[config.mk]
export PLATFORM = sky130hd
export DESIGN_NAME = alu_muldiv
export DESIGN_NICKNAME = d
export VERILOG_FILES = /design/src/rtl/alu_pkg.sv /design/src/rtl/muldiv_core.sv /design/src/rtl/alu_muldiv.sv
export SDC_FILE = /design/constraint.sdc
export NUM_CORES = 1
export LEC_CHECK = 0
export CORE_MARGIN = 1.5
export CORE_UTILIZATION = 35
export DETAILED_ROUTE_END_ITERATION = 10
export PLACE_DENSITY = 0.53
export SLEW_MARGIN = 30
export SYNTH_ARGS = -nofsm -noshare
export SYNTH_HDL_FRONTEND = slang
export SYNTH_SLANG_ARGS = --single-unit
[constraint.sdc]
create_clock -name clk -period 5.2 [get_ports clk]
set_clock_uncertainty 0.05 [all_clocks]
set_input_delay 1.3 -clock clk [delete_from_list [all_inputs] [get_ports clk]]
set_output_delay 1.3 -clock clk [all_outputs]
set_load 0.02 [all_outputs]
[src/rtl/alu_pkg.sv]
// Shared op-code constants, FSM state encoding and default width for alu_muldiv.
package alu_pkg;
    localparam int DEF_WIDTH = 32;

    localparam logic [3:0] OP_AND   = 4'd0;
    localparam logic [3:0] OP_OR    = 4'd1;
    localparam logic [3:0] OP_ADD   = 4'd2;
    localparam logic [3:0] OP_MULT  = 4'd3;
    localparam logic [3:0] OP_MULTU = 4'd4;
    localparam logic [3:0] OP_DIV   = 4'd5;
    localparam logic [3:0] OP_SUB   = 4'd6;
    localparam logic [3:0] OP_MIN   = 4'd7;
    localparam logic [3:0] OP_DIVU  = 4'd8;
    localparam logic [3:0] OP_MFHI  = 4'd9;
    localparam logic [3:0] OP_MFLO  = 4'd10;

    typedef logic [1:0] state_t;
    localparam state_t ST_IDLE = 2'd0;
    localparam state_t ST_MUL  = 2'd1;
    localparam state_t ST_DIV  = 2'd2;
    localparam state_t ST_FIX  = 2'd3;
endpackage

[src/rtl/muldiv_core.sv]
// Iterative unsigned multiply/divide datapath, one bit per cycle for WIDTH cycles.
// Divide path present only when ALU_MULDIV_DIV_EN is defined.
module muldiv_core
    import alu_pkg::*;
#(
    parameter int WIDTH = DEF_WIDTH
) (
    input  logic             clk,
    input  logic             reset_n,
    input  logic             start_i,
`ifdef ALU_MULDIV_DIV_EN
    input  logic             is_div_i,
`endif
    input  logic [WIDTH-1:0] a_i,
    input  logic [WIDTH-1:0] b_i,
    output logic             last_o,
    output logic [WIDTH-1:0] hi_o,
    output logic [WIDTH-1:0] lo_o
);
    localparam int CW = $clog2(WIDTH);

    // acc holds the product high half / running remainder; x the multiplier / quotient
    logic             run_q;
    logic [CW-1:0]    cnt_q;
    logic [WIDTH-1:0] acc_q, acc_d, x_q, x_d, y_q;
    logic [WIDTH:0]   sum;
`ifdef ALU_MULDIV_DIV_EN
    logic             div_q;
    logic [WIDTH:0]   shl, diff;
`endif

    always_comb begin
        sum   = {1'b0, acc_q} + (x_q[0] ? {1'b0, y_q} : '0);
        acc_d = sum[WIDTH:1];
        x_d   = {sum[0], x_q[WIDTH-1:1]};
`ifdef ALU_MULDIV_DIV_EN
        shl  = {acc_q, x_q[WIDTH-1]};
        diff = shl - {1'b0, y_q};
        if (div_q) begin
            if (!diff[WIDTH]) begin
                acc_d = diff[WIDTH-1:0];
                x_d   = {x_q[WIDTH-2:0], 1'b1};
            end else begin
                acc_d = shl[WIDTH-1:0];
                x_d   = {x_q[WIDTH-2:0], 1'b0};
            end
        end
`endif
    end

    always_ff @(posedge clk or negedge reset_n) begin
        if (!reset_n) begin
            run_q <= 1'b0;
            cnt_q <= '0;
            acc_q <= '0;
            x_q   <= '0;
            y_q   <= '0;
`ifdef ALU_MULDIV_DIV_EN
            div_q <= 1'b0;
`endif
        end else if (start_i) begin
            run_q <= 1'b1;
            cnt_q <= CW'(WIDTH - 1);
            acc_q <= '0;
            x_q   <= a_i;
            y_q   <= b_i;
`ifdef ALU_MULDIV_DIV_EN
            div_q <= is_div_i;
`endif
        end else if (run_q) begin
            acc_q <= acc_d;
            x_q   <= x_d;
            cnt_q <= cnt_q - CW'(1);
            if (cnt_q == '0) run_q <= 1'b0;
        end
    end

    assign last_o = run_q && (cnt_q == '0);
    assign hi_o   = acc_q;
    assign lo_o   = x_q;
endmodule

[src/rtl/alu_muldiv.sv]
// ALU with single-cycle logic/arith ops and an iterative MUL/DIV unit writing HI/LO.
// Define ALU_MULDIV_DIV_EN to build DIV/DIVU; otherwise ops 5 and 8 are unsupported.
module alu_muldiv
    import alu_pkg::*;
#(
    parameter int WIDTH = DEF_WIDTH
) (
    input  logic             clk,
    input  logic             reset_n,
    input  logic             in_valid,
    output logic             in_ready,
    input  logic [3:0]       op,
    input  logic [WIDTH-1:0] src_a,
    input  logic [WIDTH-1:0] src_b,
    output logic             out_valid,
    output logic [WIDTH-1:0] result,
    output logic             zero,
    output logic             op_err,
    output logic [WIDTH-1:0] hi,
    output logic [WIDTH-1:0] lo,
    output logic             busy
);
    state_t             state_q, state_d;
    logic               accept, is_mul, is_dv, is_sgn, a_neg, b_neg, sc_ok, core_last;
    logic [WIDTH-1:0]   a_mag, b_mag, sc_res, fix_hi, fix_lo, core_hi, core_lo;
    logic [2*WIDTH-1:0] prod;
    logic               out_valid_q, zero_q, op_err_q, neg_a_q, neg_b_q;
    logic [WIDTH-1:0]   result_q, hi_q, lo_q;
`ifdef ALU_MULDIV_DIV_EN
    logic               div_q, b_zero_q;
    logic [WIDTH-1:0]   a_q;
`endif

    assign busy     = (state_q != ST_IDLE);
    assign in_ready = !busy;
    assign accept   = in_valid && in_ready;
    assign is_mul   = (op == OP_MULT) || (op == OP_MULTU);
`ifdef ALU_MULDIV_DIV_EN
    assign is_dv    = (op == OP_DIV) || (op == OP_DIVU);
    assign is_sgn   = (op == OP_MULT) || (op == OP_DIV);
`else
    assign is_dv    = 1'b0;
    assign is_sgn   = (op == OP_MULT);
`endif
    // The core works on magnitudes; signs are re-applied in FIX
    assign a_neg = is_sgn && src_a[WIDTH-1];
    assign b_neg = is_sgn && src_b[WIDTH-1];
    assign a_mag = a_neg ? -src_a : src_a;
    assign b_mag = b_neg ? -src_b : src_b;

    always_comb begin
        sc_ok  = 1'b1;
        sc_res = '0;
        case (op)
            OP_AND:  sc_res = src_a & src_b;
            OP_OR:   sc_res = src_a | src_b;
            OP_ADD:  sc_res = src_a + src_b;
            OP_SUB:  sc_res = src_a - src_b;
            OP_MIN:  sc_res = (src_a < src_b) ? src_a : src_b;
            OP_MFHI: sc_res = hi_q;
            OP_MFLO: sc_res = lo_q;
            default: sc_ok  = 1'b0;
        endcase
    end

    always_comb begin
        state_d = state_q;
        case (state_q)
            ST_IDLE: begin
                if (accept && is_mul) state_d = ST_MUL;
`ifdef ALU_MULDIV_DIV_EN
                else if (accept && is_dv) state_d = ST_DIV;
`endif
            end
            ST_MUL: if (core_last) state_d = ST_FIX;
`ifdef ALU_MULDIV_DIV_EN
            ST_DIV: if (core_last) state_d = ST_FIX;
`endif
            ST_FIX:  state_d = ST_IDLE;
            default: state_d = ST_IDLE;
        endcase
    end

    always_comb begin
        prod = {core_hi, core_lo};
        if (neg_a_q ^ neg_b_q) prod = -prod;
        fix_hi = prod[2*WIDTH-1:WIDTH];
        fix_lo = prod[WIDTH-1:0];
`ifdef ALU_MULDIV_DIV_EN
        if (div_q) begin
            if (b_zero_q) begin
                fix_lo = '1;
                fix_hi = a_q;
            end else begin
                fix_lo = (neg_a_q ^ neg_b_q) ? -core_lo : core_lo;
                fix_hi = neg_a_q ? -core_hi : core_hi;
            end
        end
`endif
    end

    muldiv_core #(.WIDTH(WIDTH)) u_core (
        .clk      (clk),
        .reset_n  (reset_n),
        .start_i  (accept && (is_mul || is_dv)),
`ifdef ALU_MULDIV_DIV_EN
        .is_div_i (is_dv),
`endif
        .a_i      (a_mag),
        .b_i      (b_mag),
        .last_o   (core_last),
        .hi_o     (core_hi),
        .lo_o     (core_lo)
    );

    always_ff @(posedge clk or negedge reset_n) begin
        if (!reset_n) begin
            state_q     <= ST_IDLE;
            out_valid_q <= 1'b0;
            result_q    <= '0;
            zero_q      <= 1'b0;
            op_err_q    <= 1'b0;
            hi_q        <= '0;
            lo_q        <= '0;
            neg_a_q     <= 1'b0;
            neg_b_q     <= 1'b0;
`ifdef ALU_MULDIV_DIV_EN
            div_q       <= 1'b0;
            b_zero_q    <= 1'b0;
            a_q         <= '0;
`endif
        end else begin
            state_q     <= state_d;
            out_valid_q <= 1'b0;
            if (accept) begin
                if (is_mul || is_dv) begin
                    neg_a_q <= a_neg;
                    neg_b_q <= b_neg;
`ifdef ALU_MULDIV_DIV_EN
                    div_q    <= is_dv;
                    b_zero_q <= (src_b == '0);
                    a_q      <= src_a;
`endif
                end else begin
                    out_valid_q <= 1'b1;
                    result_q    <= sc_res;
                    zero_q      <= (sc_res == '0);
                    op_err_q    <= !sc_ok;
                end
            end
            if (state_q == ST_FIX) begin
                hi_q        <= fix_hi;
                lo_q        <= fix_lo;
                result_q    <= fix_lo;
                zero_q      <= (fix_lo == '0);
                op_err_q    <= 1'b0;
                out_valid_q <= 1'b1;
            end
        end
    end

    assign out_valid = out_valid_q;
    assign result    = result_q;
    assign zero      = zero_q;
    assign op_err    = op_err_q;
    assign hi        = hi_q;
    assign lo        = lo_q;
endmodule
==> flow_summary_export.csv, run 1 <==
group,metric,value,unit
sta,tightestPinTransition,0.904,ns
route,ant_nets,0,
floorplanning,die-area,54200,um^2
clocking,clk_pin_slew,0.06,ns
worst_setup_path,end_kind,"flop",
clocking,clkSinkCount,205,
worst_setup_path,crit_required,5.63,ns
global_routing,gr-total-overflow,0,
sta,drv_slew,0,
worst_setup_path,cp_data_arrival_time,5.57,ns
power_and_ir_drop,power.density,424,nW/um^2
sta,hold_viol,0,
placed_design,numPortBuffers,171,
route,firstDrtPassIters,6,
power_and_ir_drop,finalPower,0.0110,W
worst_setup_path,cp_max_fo,3,
floorplanning,die_w,233,um
worst_setup_path,worstSetupPathType,"input port to flop",
route,finalWirelength,94.6,mm
global_routing,grt_usage,0.344,
logic_synthesis,synth_area_per_cell,8.01,um^2
route,drtIter0Drc,1756,
clocking,tritoncts,"yes",
floorplanning,initial_core_util,0.353,
floorplanning,fp.dieH,233,um
logic_synthesis,synth_edf_count,0,
clocking,numCtsBuffers,26,
logic_synthesis,netlist_top_cells_area,"dfrtp_1, ha_1, o21ai_0",
route,drc,0,
sta,setup_viol_count_final,0,
route,vias,20700,
worst_setup_path,cp-start-kind,"input port",
sta,finalCritPeriodShare,0.989,
floorplanning,num_rows,84,
job,maxCapViolations,0,
layout,final_cells,3586,
logic_synthesis,synth.largest_area_cell,"dfrtp_1",
layout,area_growth,40.3,%
logic_synthesis,ys_seq_elements,205,
route,vias_per_cell,5.77,
layout,drive_above_1_share,0.225,
clocking,clkLatencyLatePin,0.57,ns
logic_synthesis,syn_inst,2308,
floorplanning,num_io_pins,172,
clocking,cts_hold_buf,0,
logic_synthesis,ys.flop_type,"dfrtp_1",
route,wire_per_inst,26.4,um
global_routing,grt_pass1_wl,137,mm
logic_synthesis,ys_seq_area_frac,0.278,
placed_design,gp_congestion,1.00,
clocking,htree_levels,1,
global_routing,grt_max_degree,118,
logic_synthesis,syn-cell-area,18500,um^2
sta,slew_headroom,0.394,
power_and_ir_drop,vdd_drop_max,0.367,mV
power_and_ir_drop,p_leak,12.0,nW
placed_design,hpwlAfterDp,77.7,mm
layout,final_nets,3096,
clocking,cts_root_buffer,"clkbuf_16",
clocking,cts_buffer_depth,3,
outcome,status,"finished clean",
sta,setup_tns,0,ns
sta,fmax,0.194,GHz
global_routing,antenna_found_initial,5,
logic_synthesis,synthDominantCellAreaShare,0.278,
hold_path,hp-class,"flop to flop",
logic_synthesis,synth_common_cells,"nand2_1, o21ai_0, nor2_1, dfrtp_1, a21oi_1",
sta,post-route-min-period,5.14,ns
logic_synthesis,synthArstFlopShare,1.00,
logic_synthesis,yosys_warnings,0,
global_routing,grt_pass1_vias,20300,
logic_synthesis,synth_cell_types,84,
placed_design,placed_cells,3520,
logic_synthesis,synth_nets,2527,
logic_synthesis,yosys.cell_count.top_type,"nand2_1",
floorplanning,core,52300,um^2
## timing repair
item	CTS	global route
gates resized for setup	59	66
buffers inserted	7	10
cloned	0	0
endpoints found under the setup margin	3	1
pin swaps	13	27
## state kept, by name, summed over array words and instances, names as in the netlist
register	cells
neg_b_q	1
u_core.hi_o	32
u_core.run_q	1
state_q	2
lo	32
zero	1
hi	32
u_core.cnt_q	5
result	32
u_core.lo_o	32
neg_a_q	1
u_core.y_q	32
op_err	1
out_valid	1
## cell families (layout without fill, tap and decap cells)
kind of cell | count (synthesis) | in the layout | share of synthesized area
compound gates | 745 | 745 | 0.267
simple gates | 735 | 735 | 0.188
buf+inv | 242 | 830 | 0.0508
flops | 205 | 205 | 0.278
xor+xnor | 162 | 162 | 0.0768
fa+ha+maj | 148 | 148 | 0.101
mux | 71 | 71 | 0.0386
other cells | 0 | 2 | 0
## final cells by class
class	count	area, um^2
repair buffers	670	5630
clock buffers	36	718
clock inverters	11	158
inverters	113	424
fillers	5079	26400
multi-input cells	1861	13000
well taps	688	861
diodes	2	5.00
flip-flops and latches	205	5130
## metal layers
| metal | vias up | track usage | part of all wire |
|---|---|---|---|
| met5 | - | 0 | 0.00029 |
| met4 | 4 | 0.181 | 0.066 |
| met3 | 231 | 0.0371 | 0.059 |
| met2 | 837 | 0.573 | 0.46 |
| met1 | 10100 | 0.438 | 0.42 |
| li1 | 9504 | - | - |
## worst max-delay path: stages
cell	delay [ns]
clkdlybuf4s50_1	0.55
inv_1	0.12
ha_4	0.31
inv_1	0.09
buf_4	0.15
a21o_1	0.16
or2_2	0.33
a2111o_1	0.43
nand3_1	0.10
and2_1	0.24
o311ai_0	0.22
o22a_1	0.22
a2111oi_2	0.44
nand2_1	0.12
or4_4	0.54
o31ai_2	0.24
## cell usage in the layout (no fill, tap or decap), types with 24 or more instances in the layout
cell / instances
dfrtp_1: 204
a21oi_1: 159
buf_4: 485
nand2_1: 223
mux2i_1: 69
nand3_1: 38
nor2_1: 206
o31ai_1: 29
xnor2_1: 119
nand2b_1: 24
inv_1: 108
a21o_1: 55
clkbuf_16: 26
clkdlybuf4s50_1: 151
and2_1: 41
ha_1: 130
nor3_1: 40
o21ai_0: 210
o211ai_1: 24
xor2_1: 41
a31oi_1: 28
## report_power, final
part / leakage (nW) / switching, W / total, W / internal (W)
clock network: 0.428 / 0.000751 / 0.00187 / 0.00112
registers: 2.63 / 0.00110 / 0.00343 / 0.00232
logic: 8.96 / 0.00307 / 0.00569 / 0.00262
## path summary, 6_finish.rpt
path | startpoint | to | slack (ns) | cells after the start
setup / recovery | src_b[19] | zero | 0.06 | 16
hold / removal | u_core.y_q[31] | u_core.y_q[31] | 0.43 | 2
setup reg to reg | u_core.lo_o[8] | hi[29] | 0.57 | 12
hold reg to reg | u_core.y_q[31] | u_core.y_q[31] | 0.43 | 2
max in group asynchronous | reset_n | u_core.y_q[8] | 3.45 | 2
min in group asynchronous | reset_n | result[21] | 0.61 | 1
## per-stage QoR
| stage | instance area [um^2] | hold slack [ns] | util | setup WS [ns] |
|---|---|---|---|---|
| floorplan | 18500 | 0.380 | - | 0.144 |
| global placement | 24400 | 0.411 | 0.465 | -1.11 |
| detailed placement | 24400 | 0.411 | 0.465 | -1.38 |
| CTS | 25500 | 0.431 | 0.486 | 0.00542 |
| global route | 25900 | 0.457 | 0.495 | -0.0305 |
| finish | 25900 | 0.427 | 0.495 | 0.0576 |
(Power assumes the default switching activity.)
==> inputs of run 2 (changes only) <==
- SYNTH_HIERARCHICAL: unset -> 1
==> flow_summary_export.csv, run 2 <==
group,metric,value,unit
layout,drive_above_1_share,0.219,
layout,final_common_cell,"buf_4",
layout,diodes,0,
layout,final_cells,3568,
placed_design,gp_congestion,0.966,
sta,slew_headroom,0.370,
route,drc,0,
hold_path,hp-class,"flop to flop",
logic_synthesis,synth_top_family_by_area,"compound AO/OA/AOI/OAI gates",
power_and_ir_drop,power.density,400,nW/um^2
logic_synthesis,yosys.cell_count.top_type,"nor2_1",
clocking,numCtsBuffers,21,
worst_setup_path,cp_data_arrival_time,5.43,ns
logic_synthesis,synth-compound-area-share,0.267,
logic_synthesis,synth_common_cells,"nor2_1, dfrtp_1, nand2_1, a21oi_1, o21ai_0",
floorplanning,initial_core_util,0.354,
logic_synthesis,synth_xor_area_frac,0.0655,
power_and_ir_drop,p_leak,11.5,nW
logic_synthesis,muxShareOfSynthArea,0.0484,
worst_setup_path,end_kind,"flop",
floorplanning,fp.dieH,236,um
route,finalWirelength,88.8,mm
sta,tightestPinTransition,0.942,ns
route,drtIter0Drc,1875,
worst_setup_path,rr_endpoint,"hi[27]",
sta,setup_viol_count_final,0,
route,ant_nets,0,
worst_setup_path,cp-start-kind,"input port",
sta,finalCritPeriodShare,0.977,
clocking,tritoncts,"yes",
floorplanning,die-area,55700,um^2
placed_design,placed_cells,3529,
worst_setup_path,r2r_start,"u_core/lo_o[0]",
layout,area_growth,34.3,%
clocking,clkLatencyLatePin,0.52,ns
outcome,status,"finished clean",
clocking,clkSinkCount,205,
logic_synthesis,yosys_warnings,6,
layout,final_cell_mix,"buf_4, nor2_1, dfrtp_1",
global_routing,antenna_found_initial,2,
logic_synthesis,syn-cell-area,19000,um^2
floorplanning,die_w,236,um
hold_path,min-delay-start,"u_core/y_q[25]",
route,vias,20600,
floorplanning,num_io_pins,172,
hold_path,min_to,"u_core/y_q[25]",
worst_setup_path,rr_worst_depth,11,
logic_synthesis,synth_cell_types,106,
sta,timing.final.ws_setup,0.117,ns
logic_synthesis,syn_inst,2326,
hold_path,min_delay_path_depth,1,
worst_setup_path,reg2reg_setup_slack,1.46,ns
floorplanning,num_rows,85,
clocking,htree_levels,1,
sta,rsz0062_at_grt,"yes",
route,firstDrtPassIters,5,
sta,drv_slew,0,
logic_synthesis,synth.largest_area_cell,"dfrtp_1",
global_routing,grt_max_degree,117,
worst_setup_path,cp_max_fo,19,
clocking,cts_root_buffer,"clkbuf_16",
floorplanning,core,53700,um^2
placed_design,numPortBuffers,171,
clocking,cts_buffer_depth,3,
power_and_ir_drop,vdd_drop_max,0.399,mV
global_routing,grt_usage,0.311,
logic_synthesis,synthDominantCellAreaShare,0.270,
logic_synthesis,synth_simple_gate_area_frac,0.197,
sta,hold_viol,0,
logic_synthesis,netlist_top_cells_area,"dfrtp_1, ha_1, xnor2_1",
global_routing,gr-total-overflow,0,
clocking,clk_pin_slew,0.07,ns
logic_synthesis,ys_seq_area_frac,0.270,
global_routing,grt_pass1_vias,19800,
layout,final_nets,3078,
placed_design,dp_slack,-0.552,ns
logic_synthesis,ys.flop_type,"dfrtp_1",
sta,post-route-min-period,5.08,ns
logic_synthesis,ys_seq_elements,205,
route,wire_per_inst,24.9,um
layout,fin_util,0.475,
worst_setup_path,worstSetupPathType,"input port to flop",
logic_synthesis,synth_edf_count,0,
global_routing,grt_pass1_wl,131,mm
logic_synthesis,yosys.area_share.adder,0.0987,
sta,fmax,0.197,GHz
route,vias_per_cell,5.76,
job,maxCapViolations,0,
placed_design,hpwlAfterDp,72.6,mm
logic_synthesis,synthArstFlopShare,1.00,
power_and_ir_drop,finalPower,0.0102,W
logic_synthesis,synth_area_per_cell,8.16,um^2
worst_setup_path,crit_required,5.55,ns
sta,setup_tns,0,ns
logic_synthesis,synth_nets,2545,
## run 2: cell count changes after synthesis, moves of 8 or more
| cell | change |
|---|---|
| a21o_1 | -8 |
| a221oi_1 | -11 |
| o21ai_0 | -57 |
| xnor2_1 | -17 |
| a221o_1 | +23 |
| nor3_1 | +14 |
| clkbuf_1 | -19 |
| o21ai_1 | +22 |
| mux2i_1 | -17 |
| a21oi_1 | +16 |
| o211ai_1 | +8 |
| mux2_2 | +32 |
| nand2_1 | -24 |
## run 2: worst max path at each step
stage,start,to
3_5_place_dp,src_b[0],zero
2_1_floorplan,src_b[7],zero
4_1_cts,src_a[27],zero
6_report,src_a[30],result[31]
5_1_grt,src_a[27],result[31]
3_3_place_gp,src_a[27],zero
## run 2: repair_timing
| item | CTS | global route |
|---|---|---|
| endpoints found under the setup margin | 1 | 2 |
| gates resized for setup | 1 | 26 |
| buffers inserted | 0 | 2 |
| pin swaps | 0 | 13 |
| cloned | 0 | 0 |
| hold buffers | 0 | 0 |
## run 2: kinds of logic (layout without fill, tap and decap cells)
group / count (synthesis) / count (layout)
simple gates: 758 / 758
compound gates: 743 / 743
buf+inv: 243 / 789
flops: 205 / 205
fa+ha+maj: 148 / 148
xor+xnor: 142 / 142
mux: 87 / 87
## run 2: layer usage
| layer | vias up | share of wire | track usage | wire, um |
|---|---|---|---|---|
| met5 | - | 0.00015 | 0 | 13 |
| met4 | 2 | 0.026 | 0.0800 | 2300 |
| met3 | 117 | 0.076 | 0.0547 | 6760 |
| met2 | 792 | 0.42 | 0.453 | 37000 |
| met1 | 10100 | 0.48 | 0.467 | 42800 |
| li1 | 9565 | - | - | - |
## run 2: where the power goes
group / internal, W / switching, W / total (W)
Clock: 0.000884 / 0.000660 / 0.00154
Sequential: 0.00224 / 0.000891 / 0.00313
Combinational: 0.00250 / 0.00304 / 0.00554
## run 2: per-stage QoR
stage          hold slack (ns)  instance area, um^2
2_1_floorplan            0.422                19000
3_3_place_gp             0.434                24600
3_5_place_dp             0.438                24600
4_1_cts                  0.458                25300
5_1_grt                  0.465                25500
6_report                 0.451                25500
## run 2: cell type report
type	count	area [um^2]
fillers	5312	28200
multi-input cells	1878	13100
flip-flops and latches	205	5130
inverters	120	450
clock buffers	26	574
clock inverters	10	109
well taps	696	871
repair buffers	633	5320
## run 2: worst max-delay path, cell delays in order
cell             delay, ns
clkdlybuf4s50_1       0.48
inv_1                 0.07
ha_1                  0.30
or3_1                 0.48
a31oi_1               0.36
o41ai_4               0.13
buf_4                 0.17
nand3_4               0.11
buf_4                 0.19
buf_12                0.18
mux2i_1               0.22
o211ai_1              0.12
buf_4                 0.19
nor4_1                0.33
a21oi_2               0.17
buf_4                 0.19
buf_4                 0.13
a221o_1               0.28
